[src/rtl/cpu_pkg.sv]
// Shared core types and defaults for the data-memory path.
// Widths match the 256x8 dat_mem.
package cpu_pkg;

  localparam int AW_DEF      = 8;
  localparam int DW_DEF      = 8;
  localparam int MAXWAIT_DEF = 4;

  typedef struct packed {
    logic              we;
    logic [AW_DEF-1:0] addr;
    logic [DW_DEF-1:0] wdata;
  } mem_req_t;

endpackage

[src/rtl/arb_starve_ctr.sv]
// Counts consecutive refused host cycles.
// Raises starve once the host has waited MAXWAIT cycles.
module arb_starve_ctr #(
  parameter int MAXWAIT = 4
) (
  input  logic clk,
  input  logic reset,
  input  logic host_req,
  input  logic pick_host,
  output logic starve
);

  logic [3:0] wait_q, wait_d;

  assign starve = (wait_q == 4'(MAXWAIT));

  always_comb begin
    wait_d = '0;
    if (host_req && !pick_host)
      wait_d = starve ? wait_q : wait_q + 4'd1;
  end

  always_ff @(posedge clk) begin
    if (reset) wait_q <= '0;
    else       wait_q <= wait_d;
  end

endmodule

[src/rtl/dmem_arbiter.sv]
// Shares dat_mem between the CPU load/store path and a host port.
// CPU keeps one-cycle timing; host waits at most MAXWAIT cycles.
module dmem_arbiter
  import cpu_pkg::*;
#(
  parameter int AW      = AW_DEF,
  parameter int DW      = DW_DEF,
  parameter int MAXWAIT = MAXWAIT_DEF,
  parameter int SW      = 16
) (
  input  logic          clk,
  input  logic          reset,
  input  logic          cpu_req,
  input  logic          cpu_we,
  input  logic [AW-1:0] cpu_addr,
  input  logic [DW-1:0] cpu_wdata,
  output logic [DW-1:0] cpu_rdata,
  output logic          cpu_stall,
  input  logic          host_lock,
  input  logic          host_req,
  input  logic          host_we,
  input  logic [AW-1:0] host_addr,
  input  logic [DW-1:0] host_wdata,
  output logic          host_gnt,
  output logic          host_rvalid,
  output logic [DW-1:0] host_rdata,
  output logic          mem_wr_en,
  output logic [AW-1:0] mem_addr,
  output logic [DW-1:0] mem_din,
  input  logic [DW-1:0] mem_dout,
  output logic [SW-1:0] stall_cycles
);

  mem_req_t cpu_r, host_r, sel_r;
  logic     starve, pick_host;

  logic          rvalid_q, rvalid_d;
  logic [DW-1:0] rdata_q, rdata_d;
  logic [SW-1:0] stall_q, stall_d;

  assign cpu_r  = '{we: cpu_we, addr: cpu_addr, wdata: cpu_wdata};
  assign host_r = '{we: host_we, addr: host_addr, wdata: host_wdata};

  arb_starve_ctr #(
    .MAXWAIT (MAXWAIT)
  ) u_starve (
    .clk       (clk),
    .reset     (reset),
    .host_req  (host_req),
    .pick_host (pick_host),
    .starve    (starve)
  );

  // Reset gating here keeps gnt, stall and wr_en quiet during reset.
  assign pick_host = host_req & ~reset
                   & (~cpu_req | host_lock | starve);

  assign host_gnt  = pick_host;
  assign cpu_stall = cpu_req & pick_host;

  always_comb begin
    sel_r     = cpu_r;
    mem_wr_en = cpu_req & cpu_we & ~reset;
    if (pick_host) begin
      sel_r     = host_r;
      mem_wr_en = host_we;
    end
  end

  assign mem_addr  = sel_r.addr;
  assign mem_din   = sel_r.wdata;
  assign cpu_rdata = mem_dout;

  always_comb begin
    rvalid_d = pick_host & ~host_we;
    rdata_d  = rvalid_d ? mem_dout : rdata_q;
    stall_d  = stall_q;
    if (cpu_stall && stall_q != '1)
      stall_d = stall_q + SW'(1);
  end

  always_ff @(posedge clk) begin
    if (reset) begin
      rvalid_q <= 1'b0;
      rdata_q  <= '0;
      stall_q  <= '0;
    end else begin
      rvalid_q <= rvalid_d;
      rdata_q  <= rdata_d;
      stall_q  <= stall_d;
    end
  end

  assign host_rvalid  = rvalid_q;
  assign host_rdata   = rdata_q;
  assign stall_cycles = stall_q;

endmodule

[config.mk]
export PLATFORM = sky130hd
export DESIGN_NAME = dmem_arbiter
export DESIGN_NICKNAME = d
export VERILOG_FILES = /design/src/rtl/cpu_pkg.sv /design/src/rtl/arb_starve_ctr.sv /design/src/rtl/dmem_arbiter.sv
export SDC_FILE = /design/constraint.sdc
export NUM_CORES = 1
export LEC_CHECK = 0
export CAP_MARGIN = 20
export CORE_MARGIN = 8
export CORE_UTILIZATION = 34
export CTS_CLUSTER_DIAMETER = 150
export DETAILED_ROUTE_END_ITERATION = 6
export GPL_ROUTABILITY_DRIVEN = 0
export PLACE_DENSITY = 0.77
export SLEW_MARGIN = 20
export SYNTH_ARGS = -nofsm -noshare
export SYNTH_HDL_FRONTEND = slang
export SYNTH_SLANG_ARGS = --single-unit
[constraint.sdc]
create_clock -name clk -period 2 [get_ports clk]
set_input_delay 0.5 -clock clk [delete_from_list [all_inputs] [get_ports clk]]
set_output_delay 0.5 -clock clk [all_outputs]
set_load 0.01 [all_outputs]
==> flow_summary.toml <==
[synth]
synth.top_cells.by_count = "29 x dfxtp_1, 19 x mux2_2, 14 x nor2_1, 11 x a21oi_1"
syn_inst = 183
yosys_warnings = 0
yosysTopAreaCell = "dfxtp_1"
ys_top_cells_by_area = "dfxtp_1 35%, mux2_2 13%, mux2i_1 4.8%"
synth-async-reset-ratio_pct = 0
ys_seq_area_share_pct = 34.7
synth-edff-count = 0
synth_cell_type_count = 38
synthMostInstantiatedCell = "dfxtp_1"
ys_ff_latch = 29
synth_nets = 233
synth_area_um2 = 1670
yosys.area.top_type_share_pct = 34.7
syn_area_per_cell_um2 = 9.13
synth-main-ff-cell = "dfxtp_1"

[sta]
worst_pin_slew_ns = 0.322
setup_ws_ns = -0.247
relSlewSlack_pct = 78.2
setup_violations = 18
fin_crit_ns = 2.25
fin_crit_sh_pct = 112
max_clock_freq_ghz = 0.445
rsz0062_at_grt = "true"
drv_slew = 0
finalHoldViolCount = 0
final.setup.tns_ns = -3.90
finClkSkew_ns = 0.00584

[critical_path]
critical_path.top_delay_family = "buffers and inverters"
end_kind = "output port"
cp-start-kind = "flip-flop"
critPathRequiredTime_ns = 1.50
critPathBufInv = 3
slowest_stage = "dfxtp_2"
rrSetupSlack_ns = 0.10
cp.arrival_ns = 1.75
worst_path_most_repeated_cell = "buf_6"
cp_max_fo = 5
path_cells = "inv_2, ha_4, nand3b_1, a21oi_4, buf_6, mux2_4, buf_6"
crit_path_max_incr_delay_ns = 0.32
worstSetupPathType = "reg2out"

[clock_tree]
cts-htree-levels = 2
clkLatencyLatePin_ns = 0.28
ctsLongestPathBuffers = 2
cts_tree = "built"
cts_buffers = 5
cts_root_buf = "clkbuf_8"
clk_pin_slew_ns = 0.06
cts.sinks = 29

[floorplanning]
coreArea_um2 = 4720
initial_core_util_pct = 35.4
die_y_um = 86.1
num_io_pins = 99
die-area_um2 = 7420
chipWidth_um = 86.1
rows = 25

[placement]
place_area_um2 = 2810
dp_cells = 349
dp_slack_ns = -0.805
portBuffers = 98
dp_hpwl_mm = 4.25

[finish]
drive_above_1_share_pct = 31.1
synthToLayoutAreaGrowth_pct = 85.0
final_area_um2 = 3090
layout.nets = 345
fin_util_pct = 65.5
fill_cells = 376
stdcell_count = 363
diodes = 0

[global_route]
grt_pass1_wl_mm = 8.57
grt_pass1_vias = 1770
grt_use_total_pct = 14.2
grt_overflow = 0
grt_max_degree = 29
antenna_found_initial = 0

[power]
p_per_area_nw_per_um2 = 470
power.leakage_nw = 1.21
peakVddDrop_mv = 0.204

[detailed_routing]
drtAntennaViolNets = 0
post_drt_wl_per_cell_um = 15.1
initialDrtViolationCount = 91
viasPerCell = 4.96
drtPass1Iterations = 4
drc_errors = 0
vias = 1799
totalWireLength_mm = 5.48

[min_path]
hold_path_class = "reg2reg"

[status]
violations = "negative setup slack"
outcome = "finished, violations left"

[job]
maxCapViolations = 0
==> area by class of cell <==
class / count / area [µm²] / share of cell area, %
Clock inverter: 1 / 5.00 / 0.162
Inverter: 5 / 18.8 / 0.607
Timing Repair Buffer: 124 / 1200 / 38.9
Clock buffer: 7 / 96.3 / 3.12
Tap cell: 67 / 83.8 / 2.71
Multi-Input combinational cell: 130 / 1100 / 35.7
Sequential cell: 29 / 583 / 18.9
==> worst register-to-register path, delay by kind of cell (launching register included) <==
family / cells / cell delay [ns]
compound gates: 1 / 0.12
fa+ha+maj: 1 / 0.12
buf+inv: 3 / 0.39
flops: 1 / 0.32
mux: 1 / 0.37
simple gates: 2 / 0.46
==> final timing paths <==
check                             startpoint                       endpoint  cells past startpoint
min reg2reg       host_rdata[6]$_SDFFE_PP0P_     host_rdata[6]$_SDFFE_PP0P_                      2
max reg2reg  u_starve.wait_q[1]$_SDFFE_PP0P_  stall_cycles[10]$_SDFFE_PP0P_                      8
min               host_rdata[6]$_SDFFE_PP0P_     host_rdata[6]$_SDFFE_PP0P_                      2
max          u_starve.wait_q[1]$_SDFFE_PP0P_                     mem_din[4]                      7
==> power breakdown <==
group          switching, mW  internal, mW  leakage, nW
Clock                  0.218         0.310       0.0542
Sequential           0.00386         0.585        0.235
Combinational          0.115         0.222        0.919
==> placed cells by master (no fill, tap or decap), types with 3 or more instances in the layout <==
cell type         n
dlygate4sd2_1    12
dfxtp_1          27
mux2_2            3
and4_1            4
nor2b_1           4
or4_1             9
inv_2             3
nand2_1           9
mux2i_1           8
buf_6            24
buf_4            20
clkbuf_8          7
nor2_1           14
mux2_4           16
nand3_1           5
o31ai_1           9
and3_1            3
a21oi_1          10
nand4_1           5
clkdlybuf4s50_1  67
==> metal layers <==
layer | vias up | track usage, % | share of wire (%)
met4 | 0 | 3.34 | 0.57
li1 | 897 | - | -
met2 | 59 | 25.7 | 53
met5 | - | 0 | 0
met1 | 839 | 15.1 | 38
met3 | 4 | 5.35 | 7.9
==> flip-flops by register name, indices dropped and copies added (netlist names) <==
register	count
stall_cycles	16
host_rdata	8
u_starve.wait_q	4
host_rvalid	1
==> logic make-up (layout without fill, tap and decap cells) <==
| group | after synthesis | after routing | share of synthesized area, % |
|---|---|---|---|
| and+or+nand+nor | 69 | 69 | 24.3 |
| AOI/OAI and AO/OA | 29 | 29 | 11.8 |
| DFF | 29 | 29 | 34.7 |
| muxes | 27 | 27 | 17.6 |
| buffers and inverters | 24 | 137 | 8.31 |
| adders and majority gates | 3 | 3 | 2.25 |
| xor gates and xnor gates | 2 | 2 | 1.05 |
==> metrics by stage <==
step	power, mW	hold WS, ns
after floorplan	0.717	0.430
after global placement	0.910	0.472
after detailed placement	0.914	0.479
after CTS	1.47	0.496
after global routing	1.51	0.513
final	1.45	0.489
==> timing repair <==
action | 4_1_cts | 5_1_grt
resized for setup | 136 | 8
pin swaps | 4 | 4
endpoints found under the setup margin | 41 | 21
cloned | 1 | 0
hold buffers | 0 | 0
setup buffers | 6 | 1
No activity file was read; power rests on OpenSTA's default activity.
